**src/rtl/if_fetch_unit.sv**
```systemverilog
// Instruction fetch stage (optional STATIC_PRED_EN): owns the PC, keeps one imem request outstanding, feeds IF/ID.
// Latency: pc/inst are presented on the edge that consumes rvalid; with single-cycle gnt and rvalid, one instruction every 2 cycles.
// Backpressure: stall freezes the IF/ID outputs and parks a returning word in a one-entry hold buffer; redirect overrides stall.
module if_fetch_unit #(
    parameter logic [31:0] RESET_PC    = 32'h0000_0000,
    parameter logic [31:0] BUBBLE_INST = 32'h0000_0013
) (
    input  logic        clk,
    input  logic        rst_n,
    input  logic        stall,
    input  logic        redirect_valid,
    input  logic [31:0] redirect_pc,
    output logic        imem_req,
    output logic [31:0] imem_addr,
    input  logic        imem_gnt,
    input  logic        imem_rvalid,
    input  logic [31:0] imem_rdata,
    output logic [31:0] pc_out,
    output logic [31:0] inst_out,
    output logic        inst_valid,
    output logic        flush,
    output logic        pred_taken
);

    typedef enum logic [2:0] {
        S_IDLE,
        S_REQ,
        S_WAIT,
        S_HOLD,
        S_DRAIN
    } state_t;

    state_t      state_q, state_d;
    logic [31:0] pc_q, pc_d;
    logic [31:0] hold_pc, hold_inst;
    logic        hold_pred;
    logic        present_live, present_hold, capture;
    logic [31:0] step;
    logic        pred_hit;

`ifdef STATIC_PRED_EN
    logic [31:0] jal_imm, br_imm;

    // Static prediction: JAL always taken, conditional branches taken only when backward.
    always_comb begin
        jal_imm  = {{12{imem_rdata[31]}}, imem_rdata[19:12], imem_rdata[20], imem_rdata[30:21], 1'b0};
        br_imm   = {{20{imem_rdata[31]}}, imem_rdata[7], imem_rdata[30:25], imem_rdata[11:8], 1'b0};
        pred_hit = 1'b0;
        step     = 32'd4;
        if (imem_rdata[6:0] == 7'b1101111) begin
            pred_hit = 1'b1;
            step     = jal_imm;
        end else if (imem_rdata[6:0] == 7'b1100011 && imem_rdata[31]) begin
            pred_hit = 1'b1;
            step     = br_imm;
        end
    end
`else
    assign pred_hit = 1'b0;
    assign step     = 32'd4;
`endif

    assign imem_req  = (state_q == S_REQ);
    assign imem_addr = pc_q;
    assign flush     = redirect_valid;

    always_comb begin
        state_d      = state_q;
        pc_d         = pc_q;
        present_live = 1'b0;
        present_hold = 1'b0;
        capture      = 1'b0;
        case (state_q)
            S_IDLE:  state_d = S_REQ;
            S_REQ:   if (imem_gnt) state_d = S_WAIT;
            S_WAIT: begin
                if (imem_rvalid) begin
                    pc_d = pc_q + step;
                    if (stall) begin
                        capture = 1'b1;
                        state_d = S_HOLD;
                    end else begin
                        present_live = 1'b1;
                        state_d      = S_REQ;
                    end
                end
            end
            S_HOLD: begin
                if (!stall) begin
                    present_hold = 1'b1;
                    state_d      = S_REQ;
                end
            end
            S_DRAIN: if (imem_rvalid) state_d = S_REQ;
            default: state_d = S_IDLE;
        endcase

        // A granted-but-unreturned request must be drained before refetching.
        if (redirect_valid) begin
            pc_d         = {redirect_pc[31:2], 2'b00};
            present_live = 1'b0;
            present_hold = 1'b0;
            capture      = 1'b0;
            case (state_q)
                S_WAIT:  state_d = imem_rvalid ? S_REQ : S_DRAIN;
                S_REQ:   state_d = imem_gnt ? S_DRAIN : S_REQ;
                S_DRAIN: state_d = imem_rvalid ? S_REQ : S_DRAIN;
                default: state_d = S_REQ;
            endcase
        end
    end

    always_ff @(posedge clk) begin
        if (!rst_n) begin
            state_q    <= S_IDLE;
            pc_q       <= RESET_PC;
            pc_out     <= 32'd0;
            inst_out   <= BUBBLE_INST;
            inst_valid <= 1'b0;
            pred_taken <= 1'b0;
            hold_pc    <= 32'd0;
            hold_inst  <= BUBBLE_INST;
            hold_pred  <= 1'b0;
        end else begin
            state_q <= state_d;
            pc_q    <= pc_d;
            if (redirect_valid || (!stall && !present_live && !present_hold)) begin
                pc_out     <= 32'd0;
                inst_out   <= BUBBLE_INST;
                inst_valid <= 1'b0;
                pred_taken <= 1'b0;
            end else if (present_live) begin
                pc_out     <= pc_q;
                inst_out   <= imem_rdata;
                inst_valid <= 1'b1;
                pred_taken <= pred_hit;
            end else if (present_hold) begin
                pc_out     <= hold_pc;
                inst_out   <= hold_inst;
                inst_valid <= 1'b1;
                pred_taken <= hold_pred;
            end
            if (redirect_valid) begin
                hold_pc   <= 32'd0;
                hold_inst <= BUBBLE_INST;
                hold_pred <= 1'b0;
            end else if (capture) begin
                hold_pc   <= pc_q;
                hold_inst <= imem_rdata;
                hold_pred <= pred_hit;
            end
        end
    end

endmodule
```
**config.mk**
```make
export PLATFORM = sky130hd
export DESIGN_NAME = if_fetch_unit
export DESIGN_NICKNAME = d
export VERILOG_FILES = /design/src/rtl/if_fetch_unit.sv
export SDC_FILE = /design/constraint.sdc
export NUM_CORES = 1
export LEC_CHECK = 0
export BUFFER_PORTS_ARGS = -buffer_cell sky130_fd_sc_hd__clkbuf_2
export CAP_MARGIN = 10
export CELL_PAD_IN_SITES_DETAIL_PLACEMENT = 1
export CELL_PAD_IN_SITES_GLOBAL_PLACEMENT = 1
export CORE_AREA = 2 2 189 98
export CTS_BUF_LIST = sky130_fd_sc_hd__clkbuf_4
export CTS_CLUSTER_SIZE = 25
export DETAILED_ROUTE_END_ITERATION = 16
export DIE_AREA = 0 0 191 100
export GPL_TIMING_DRIVEN = 0
export PLACE_DENSITY_LB_ADDON = 0.1
export SYNTH_ARGS = -nofsm -noshare
export SYNTH_HDL_FRONTEND = slang
export SYNTH_SLANG_ARGS = --single-unit
export TNS_END_PERCENT = 30
```
**constraint.sdc**
```tcl
create_clock -name clk -period 2.45 [get_ports clk]
set_clock_uncertainty 0.05 [all_clocks]
set_input_delay 0.3675 -clock clk [delete_from_list [all_inputs] [get_ports clk]]
set_output_delay 0.3675 -clock clk [all_outputs]
set_load 0.02 [all_outputs]
```
Yosys cells after proc, flatten, opt, wreduce, memory -nomap -nowiden
Cells that the tools add are included.
W data, S select, Z words.
{"block": "classes", "addsub": 1, "multipliers": 0, "eq_ne": 8, "n_shift": 0, "n_bitwise": 1, "n_lt_le_gt_ge": 0, "n_div": 0, "n_reduce_logical": 16, "mux": 29}
{"operator": "$mux W32", "n": 7}
{"operator": "$add A32 B3 Y32 const B", "n": 1}
{"operator": "$mux W3", "n": 7}
{"operator": "$pmux W3 S5", "n": 1}
{"operator": "$mux W1", "n": 12}
{"operator": "$ne A3 B3 Y1 const B", "n": 3}
{"operator": "$eq A3 B2 Y1 const B", "n": 2}
{"operator": "$pmux W3 S2", "n": 1}
{"operator": "$reduce_bool A2 Y1", "n": 3}
{"operator": "$reduce_or A2 Y1", "n": 3}
{"operator": "$reduce_and A2 Y1", "n": 2}
{"operator": "$reduce_and A4 Y1", "n": 1}
{"operator": "$eq A3 B1 Y1 const B", "n": 1}
{"operator": "$eq A3 B3 Y1 const B", "n": 1}
{"operator": "$logic_not A1 Y1", "n": 3}
{"operator": "$logic_not A3 Y1", "n": 1}
{"operator": "$ne A3 B2 Y1 const B", "n": 1}
{"operator": "$logic_and A1 B1 Y1", "n": 2}
{"operator": "$mux W2", "n": 1}
{"operator": "$logic_or A1 B1 Y1", "n": 1}
{"operator": "$not A1 Y1", "n": 1}
{"block": "totals", "latchBits": 0, "output_inout_bits": 100, "ram_bits": 0, "mem_count": 0, "in_bits": 70, "regBits": 164, "mem_bits_ro": 0, "elab_cells": 63}

Depth between registers and ports, before layout
Gate-level depths: netlist of the first run.
{"block": "depth", "depth_word": 9, "depth_mapped": 7, "ltp_nobuf": 5}

Worst setup path before layout of the first run
OpenSTA, ideal clock, no wires.
{"block": "synth_path", "kind": "register to register", "from": "reg pc_q[18] (netlist: imem_addr[18])", "to": "reg pc_q[29] (netlist: imem_addr[29])", "stages_incl_launch_ff": 6, "setup_slack_ns": 0.457, "n_path_buf": 1, "t_arrival_ns": 1.881, "setup_time_ns": 0.062, "synth_period_minus_slack_ns": 1.993, "required_ns": 2.338, "path_cell_list": "dfxtp_1 > clkbuf_1 > nand4_1 > or4_4 > or4b_1 > nand3_1"}
{"block": "synth_between", "elab_chain_cells": 4}
{"item": "from (decl)", "line_no": "34", "text": "logic [31:0] pc_q, pc_d;"}
{"item": "from (signal assigned)", "line_no": "126", "text": "pc_q <= pc_d;"}
{"item": "$add A32 B3 Y32", "line_no": "78", "text": "pc_d = pc_q + step;"}
{"item": "$mux W32", "line_no": "77", "text": "if (imem_rvalid) begin"}
{"item": "$mux W32", "line_no": "73", "text": "case (state_q)"}
{"item": "$mux W32", "line_no": "99", "text": "if (redirect_valid) begin"}
No other way between the ends. The select of a mux whose other input is x is not followed.
A chain may end at the register's enable or synchronous reset.

Worst setup path after layout of the first run
{"block": "layout_path", "from": "reg pc_q[5] (netlist: imem_addr[5])", "to": "reg pc_q[21] (netlist: imem_addr[21])"}
The elaborated chain is that of the path after synthesis.

==> insert_results.sql, run 1 <==
INSERT INTO impl_metrics (metric_group, metric, value, unit) VALUES
('placed_design', 'detailed_place_hpwl', '17.8', 'mm'),
('setup_path', 'cpMaxStageDelayCell', 'sky130_fd_sc_hd__dfxtp_1', ''),
('floorplan', 'floorplan.initialDensity', '38.9', '%'),
('timing', 'max_clock_freq', '0.423', 'GHz'),
('placed_design', 'rd_place_congestion', '0.834', ''),
('floorplan', 'die_area', '19100', 'um2'),
('clock_network', 'cts_max_path_buffers', '2', ''),
('synth', 'synthTopCellsByCount', 'sky130_fd_sc_hd__dfxtp_1 (158), sky130_fd_sc_hd__nand2_1 (138), sky130_fd_sc_hd__a21oi_1 (69)', ''),
('routing', 'finalWirelength', '24.2', 'mm'),
('floorplan', 'placementRows', '35', ''),
('setup_path', 'critPathMaxFanout', '10', ''),
('setup_path', 'reg2reg_slack', '0.08', 'ns'),
('setup_path', 'critical_path.startpoint_type', 'flip-flop', ''),
('flow_run', 'number_of_max_capacitance_violations_reported', '0', ''),
('cells_and_area', 'layout-area-overhead-vs-synth', '27.3', '%'),
('power_and_ir_drop', 'power.share.combinational', '9.6', '%'),
('timing', 'max_slew_vio_count', '0', ''),
('synth', 'synth-main-ff-cell', 'sky130_fd_sc_hd__dfxtp_1', ''),
('synth', 'synth_async_sr_flop_share', '0', '%'),
('synth', 'yosys.cell_count.top_type', 'sky130_fd_sc_hd__dfxtp_1', ''),
('synth', 'ys_ff_latch', '158', ''),
('timing', 'finalCritPeriodShare', '96.5', '%'),
('routing', 'routed-via-count', '6768', ''),
('routing', 'drtAntennaViolNets', '0', ''),
('synth', 'synth_top_family_by_area', 'simple AND/OR/NAND/NOR gates', ''),
('min_path', 'worst_hold_path.endpoint', 'imem_addr[14]', ''),
('power_and_ir_drop', 'power.density_cell_area', '540', 'nW/um2'),
('min_path', 'hold-path-cell-count', '3', ''),
('setup_path', 'worst-path-buf-inv', '2', ''),
('setup_path', 'r2r_end', 'imem_addr[21]', ''),
('synth', 'synth_top_area_cell', 'sky130_fd_sc_hd__dfxtp_1', ''),
('cells_and_area', 'multi_input_gate_area', '3430', 'um2'),
('placed_design', 'placement.io_buffers', '160', ''),
('power_and_ir_drop', 'vdd_ir_drop_max', '0.265', 'mV'),
('setup_path', 'end_kind', 'flip-flop', ''),
('setup_path', 'critical_path_type', 'flip-flop to flip-flop', ''),
('synth', 'synth-seq-area-share', '45.9', '%'),
('synth', 'netlist-cell-type-count', '50', ''),
('status', 'run_status', 'completed', ''),
('clock_network', 'cts_tree', 'yes', ''),
('floorplan', 'fp.dieW', '191', 'um'),
('routing', 'via_per_inst', '5.25', ''),
('global_route', 'grt_max_degree', '17', ''),
('clock_network', 'clkLatencyLatePin', '0.59', 'ns'),
('timing', 'period_minus_slack', '2.37', 'ns'),
('power_and_ir_drop', 'p_int', '3.31', 'mW'),
('global_route', 'grt_first_pass_wirelength', '37.7', 'mm'),
('synth', 'synth-simple-area-share', '20.7', '%'),
('routing', 'drt_pass1_iterations', '5', ''),
('clock_network', 'cts-buffers-inserted', '17', ''),
('synth', 'combined_area_of_all_synthesized_cells', '6900', 'um2'),
('global_route', 'antenna_found_initial', '2', ''),
('setup_path', 'worstPathCellList', 'clkbuf_1 -> and4_1 -> nand4_1 -> buf_2 -> o31a_1 -> o311a_1', ''),
('global_route', 'first_global_vias', '6582', ''),
('setup_path', 'biggest_cell_delay_along_the_critical_path', '0.40', 'ns'),
('timing', 'hold-worst-slack', '0.0352', 'ns'),
('synth', 'synth-edff-count', '0', ''),
('power_and_ir_drop', 'power.sequential.fraction', '56.7', '%'),
('synth', 'netlist.area_leader.share', '45.9', '%'),
('setup_path', 'timing.critical_path.arrival', '2.80', 'ns'),
('synth', 'area_fraction_in_compound_gates_after_synthesis', '18.2', '%'),
('cells_and_area', 'regArea', '3160', 'um2'),
('clock_network', 'numClockSinks', '158', ''),
('timing', 'timing_hold_violations_final', '0', ''),
('power_and_ir_drop', 'power.share.switching', '30.1', '%'),
('clock_network', 'buffer_cell_driving_the_clock_tree_root', 'sky130_fd_sc_hd__clkbuf_4', ''),
('routing', 'initialDrtViolationCount', '386', ''),
('synth', 'cells_taking_the_most_area_after_synthesis', 'sky130_fd_sc_hd__dfxtp_1 (46%), sky130_fd_sc_hd__mux2i_1 (8.6%), sky130_fd_sc_hd__nand2_1 (7.5%), sky130_fd_sc_hd__a211oi_1 (6.6%), sky130_fd_sc_hd__a21oi_1 (5.0%)', ''),
('synth', 'synth-xor-area-share', '1.14', '%'),
('cells_and_area', 'layout.filler_cells', '2240', ''),
('timing', 'rsz0062_at_grt', 'yes', '');
[registers in the layout, indices dropped and copies added (netlist names)]
signal / count
inst_valid: 1
hold_pc: 30
pc_out: 30
imem_addr: 30
state_q: 3
inst_out: 32
hold_inst: 32
[cells in the final DEF (no fill, tap or decap), drive strengths merged, types with 2 or more instances in the layout]
master,n
dfxtp,158
a211o,3
diode,2
nor3b,2
nand3,22
mux2i,59
o311a,6
a31oi,7
xnor2,4
or3,4
and2,3
o31a,5
o21ai,23
nor2b,5
buf,22
nor4,8
nor2,67
a211oi,61
conb,5
or4,8
nor3,2
and3,8
clkinvlp,5
a21oi,69
xor2,5
nand2,138
o211a,3
and4,7
o31ai,9
nand2b,10
mux2,3
clkbuf,227
nand3b,2
o21a,2
inv,8
clkinv,4
dlygate4sd3,48
nand4,14
[how the worst max path moves through the flow]
stage,to,slack [ns],cells after the start
3_3_place_gp,pc_out[9],-0.36,6
4_1_cts,hold_pc[3],0.06,7
3_5_place_dp,pc_out[16],-0.39,6
6_report,imem_addr[21],0.08,6
2_1_floorplan,imem_addr[29],0.46,5
5_1_grt,inst_out[12],-0.03,7
[cells by family after synthesis]
| family | after synthesis |
|---|---|
| flip-flops | 158 |
| XOR/XNOR | 9 |
| multiplexers | 62 |
| buffers and inverters | 75 |
| AO/OA/AOI/OAI | 194 |
| AND/OR/NAND/NOR | 303 |
| other | 1 |
| adder cells (fa/ha/maj) | 1 |
[cell type report]
class,count,area share (%)
multi-input cells,574,39.1
flip-flops and latches,158,36.1
repair buffers,208,14.6
plain buffers,72,3.62
well taps,240,3.42
clock inverters,15,1.57
clock buffers,17,1.45
inverters,3,0.128
diodes,2,0.0570
[per-layer routing]
metal / GRT usage, % / vias to the layer above / share of wire (%)
met5: 0 / - / 0
met4: 4.95 / 0 / 0.50
met3: 5.80 / 14 / 7.0
met2: 35.2 / 210 / 39
met1: 41.6 / 3219 / 54
li1: - / 3325 / -
[stage by stage]
stage | setup TNS (ns) | setup slack, ns | area, um2 | cells
2_1_floorplan | 0 | 0.457 | 6910 | 807
3_3_place_gp | -17.96 | -0.361 | 8010 | 1207
3_5_place_dp | -21.99 | -0.394 | 8010 | 1207
4_1_cts | 0 | 0.0581 | 8760 | 1287
5_1_grt | -0.103 | -0.0305 | 8770 | 1288
6_report | 0 | 0.0849 | 8770 | 1289
[power groups by stage]
stage | Sequential [mW] | Clock [mW] | Combinational [mW]
finish | 2.69 | 1.59 | 0.456
global route | 2.70 | 1.73 | 0.494
CTS | 2.69 | 1.62 | 0.454
detailed placement | 2.74 | 0 | 0.390
global placement | 2.74 | 0 | 0.387
floorplan | 2.76 | 0 | 0.176
[worst min-delay path, cell delays in order]
cell and delay [ns]:
sky130_fd_sc_hd__clkbuf_2 0.08, sky130_fd_sc_hd__o21ai_0 0.13, sky130_fd_sc_hd__a21oi_1 0.06
[timing repair]
action,4_1_cts,5_1_grt
pin swaps,0,0
endpoints found under the setup margin,10,74
hold buffers,48,0
endpoints found under the hold margin,48,0
resized for setup,2,4
No activity file was read; power rests on OpenSTA's default activity.
==> inputs of run 2 (changes only) <==
--- a/config.mk
+++ b/config.mk
@@ -9,11 +9,11 @@
 export CAP_MARGIN = 10
 export CELL_PAD_IN_SITES_DETAIL_PLACEMENT = 1
 export CELL_PAD_IN_SITES_GLOBAL_PLACEMENT = 1
-export CORE_AREA = 2 2 189 98
+export CORE_AREA = 2 2 218 113
 export CTS_BUF_LIST = sky130_fd_sc_hd__clkbuf_4
 export CTS_CLUSTER_SIZE = 25
 export DETAILED_ROUTE_END_ITERATION = 16
-export DIE_AREA = 0 0 191 100
+export DIE_AREA = 0 0 220 115
 export GPL_TIMING_DRIVEN = 0
 export PLACE_DENSITY_LB_ADDON = 0.1
 export SYNTH_ARGS = -nofsm -noshare
==> run 2 against run 1 <==
Routed wire length is 9.5% higher. Fmax is 0.21% lower. Clock-buffer cell count grew 1. First-iteration DRC count rose by 7.3%. Final cell count grew 6.4%. Largest power group unchanged. Worst setup slack lost 0.0050 ns. Critical endpoint is now imem_addr[26]. Die area increased by 32%. Clock power grew 8%. Non-clock buffer count rose by 7. Critical path depth shrank 1. Sequential cell count unchanged. Utilization decreased by 11 points. Highest routed layer unchanged.
==> insert_results.sql, run 2 (same netlist as run 1, synthesis figures left out) <==
INSERT INTO impl_metrics (metric_group, metric, value, unit) VALUES
('timing', 'max_slew_vio_count', '0', ''),
('timing', 'max_slew.worst_pin.slew', '0.856', 'ns'),
('floorplan', 'io_pins', '170', ''),
('setup_path', 'timing.critical_path.arrival', '2.88', 'ns'),
('setup_path', 'end_kind', 'flip-flop', ''),
('routing', 'via_per_inst', '4.98', ''),
('placed_design', 'detailed_place_hpwl', '19.7', 'mm'),
('cells_and_area', 'post_route_cells_drive_above_1_share', '20.9', '%'),
('clock_network', 'clkLatencyLatePin', '0.62', 'ns'),
('setup_path', 'worstPathRequired', '2.96', 'ns'),
('floorplan', 'fp.dieH', '115', 'um'),
('global_route', 'first_global_vias', '6690', ''),
('timing', 'finalCritPeriodShare', '96.7', '%'),
('floorplan', 'design.core.area', '23400', 'um2'),
('setup_path', 'critical_path.startpoint_type', 'flip-flop', ''),
('global_route', 'grt_most_used_layer', 'met1', ''),
('floorplan', 'fp.dieW', '220', 'um'),
('timing', 'max_clock_freq', '0.422', 'GHz'),
('power_and_ir_drop', 'power.clock.fraction', '35.1', '%'),
('routing', 'route.detailed.drc', '0', ''),
('timing', 'rsz0062_at_grt', 'yes', ''),
('routing', 'initialDrtViolationCount', '414', ''),
('clock_network', 'cts_tree', 'yes', ''),
('clock_network', 'cts_htree_levels', '4', ''),
('placed_design', 'detailedPlace.worstSlack', '-0.510', 'ns'),
('cells_and_area', 'finalCoreUtilization', '38.3', '%'),
('cells_and_area', 'finish.net_count', '1112', ''),
('timing', 'report.final.setup_viol', '0', ''),
('cells_and_area', 'final_common_cell', 'sky130_fd_sc_hd__clkbuf_2', ''),
('global_route', 'global_route.usage.total', '21.6', '%'),
('cells_and_area', 'final_cell_mix', 'sky130_fd_sc_hd__clkbuf_2 (162), sky130_fd_sc_hd__dfxtp_1 (157), sky130_fd_sc_hd__nand2_1 (138), sky130_fd_sc_hd__a21oi_1 (69), sky130_fd_sc_hd__nor2_1 (67)', ''),
('flow_run', 'number_of_max_capacitance_violations_reported', '0', ''),
('floorplan', 'die_area', '25300', 'um2'),
('global_route', 'global_route.usage.met2', '29.3', '%'),
('global_route', 'grt_max_degree', '17', ''),
('routing', 'wire_per_inst', '19.3', 'um'),
('cells_and_area', 'filler_free_cell_count_of_the_finished_design', '1371', ''),
('clock_network', 'numClockSinks', '158', ''),
('min_path', 'hp-class', 'input pin to flip-flop', ''),
('timing', 'period_minus_slack', '2.37', 'ns'),
('routing', 'finalWirelength', '26.5', 'mm'),
('timing', 'slew-limit-headroom', '42.5', '%'),
('clock_network', 'cts-buffers-inserted', '17', ''),
('routing', 'routed-via-count', '6828', ''),
('clock_network', 'worst_setup_hold_path_clk_slew', '0.15', 'ns'),
('floorplan', 'floorplan.initialDensity', '29.4', '%'),
('global_route', 'antenna_found_initial', '2', ''),
('global_route', 'grt.met1_usage', '33.7', '%'),
('cells_and_area', 'layout.filler_cells', '2855', ''),
('global_route', 'use_met3', '4.34', '%'),
('power_and_ir_drop', 'power.share.combinational', '9.6', '%'),
('power_and_ir_drop', 'p_total', '4.88', 'mW'),
('setup_path', 'critical_path_type', 'flip-flop to flip-flop', ''),
('floorplan', 'placementRows', '40', ''),
('power_and_ir_drop', 'power.density_cell_area', '544', 'nW/um2'),
('cells_and_area', 'layout-area-overhead-vs-synth', '30.1', '%'),
('placed_design', 'rd_place_congestion', '0.780', ''),
('routing', 'drt_pass1_iterations', '5', ''),
('clock_network', 'cts_max_path_buffers', '2', ''),
('routing', 'drtAntennaViolNets', '0', ''),
('status', 'run_status', 'completed', ''),
('clock_network', 'buffer_cell_driving_the_clock_tree_root', 'sky130_fd_sc_hd__clkbuf_4', ''),
('power_and_ir_drop', 'vdd_ir_drop_max', '0.220', 'mV'),
('timing', 'timing_hold_violations_final', '0', ''),
('timing', 'final.setup.worst_slack', '0.0799', 'ns'),
('power_and_ir_drop', 'p_int', '3.51', 'mW'),
('global_route', 'grt_first_pass_wirelength', '40.7', 'mm'),
('global_route', 'grt.overflow.total', '0', ''),
('placed_design', 'placement.io_buffers', '160', ''),
('power_and_ir_drop', 'power.switching', '1.37', 'mW'),
('setup_path', 'critPathMaxFanout', '8', ''),
('power_and_ir_drop', 'leakage', '3.63', 'nW'),
('placed_design', 'numPlacedInstances', '1282', ''),
('power_and_ir_drop', 'power.sequential.fraction', '55.3', '%'),
('cells_and_area', 'layout_top_registers', 'hold_inst x32, inst_out x32', ''),
('power_and_ir_drop', 'power.share.switching', '28.1', '%');
==> run 2: changes by cell type in the layout (fill, tap and decap cells not counted), moves of 2 or more <==
cell | previous run | this run
sky130_fd_sc_hd__clkinv_4 | 2 | 0
sky130_fd_sc_hd__bufinv_16 | 1 | 3
sky130_fd_sc_hd__clkinv_2 | 1 | 6
sky130_fd_sc_hd__clkbuf_1 | 48 | 46
sky130_fd_sc_hd__dlygate4sd3_1 | 48 | 57
sky130_fd_sc_hd__inv_6 | 5 | 0
sky130_fd_sc_hd__clkinvlp_4 | 5 | 3
==> run 2: stage by stage <==
step,TNS [ns],hold WS [ns],cell area [um2]
2_1_floorplan,0,0.385,6910
3_3_place_gp,-33.40,0.394,8110
3_5_place_dp,-32.28,0.398,8110
4_1_cts,0,0.00325,8970
5_1_grt,-0.136,0.0111,8970
6_report,0,0.0464,8970
==> run 2: critical path, cell delays in order, from the launching register on <==
cell	delay (ns)
sky130_fd_sc_hd__dfxtp_1	0.60
sky130_fd_sc_hd__ha_1	0.44
sky130_fd_sc_hd__nand4_1	0.16
sky130_fd_sc_hd__nor4_2	0.66
sky130_fd_sc_hd__a311oi_1	0.21
sky130_fd_sc_hd__nor3_1	0.20
==> run 2: what timing repair did <==
item | in CTS | in global routing
endpoints found under the hold margin | 76 | 0
hold buffers | 57 | 0
setup buffers | 0 | 0
setup endpoints to repair | 66 | 35
gates resized for setup | 3 | 3
==> run 2: worst paths after layout <==
kind,start,end,slack (ns),depth (start not counted)
worst max-delay path,imem_addr[3],imem_addr[26],0.08,5
worst min-delay path,redirect_pc[22],imem_addr[22],0.05,3
worst max register to register,imem_addr[3],imem_addr[26],0.08,5
worst min register to register,hold_inst[30],hold_inst[30],0.41,2
==> run 2: layer usage <==
metal,up-vias,wire length [um],share of wire [%]
li1,3349,-,-
met1,3328,14700,55
met2,135,10300,39
met3,16,1180,4.4
met4,0,272,1.0
met5,-,0,0
==> run 2: cell type report <==
type / count / area (um2) / share of cell area (%)
multi-input cells: 574 / 3430 / 38.2
flip-flops and latches: 158 / 3160 / 35.3
repair buffers: 217 / 1370 / 15.3
well taps: 315 / 394 / 4.39
plain buffers: 70 / 310 / 3.46
clock inverters: 14 / 150 / 1.67
clock buffers: 18 / 135 / 1.51
inverters: 3 / 11.3 / 0.126
diodes: 2 / 5.00 / 0.0558
==> run 2: power groups by stage <==
stage          registers, mW  logic, mW  clock network [mW]
5_1_grt                 2.71      0.507                1.89
4_1_cts                 2.69      0.474                1.78
3_5_place_dp            2.75      0.399                   0
2_1_floorplan           2.76      0.176                   0
6_report                2.70      0.466                1.71
3_3_place_gp            2.75      0.399                   0
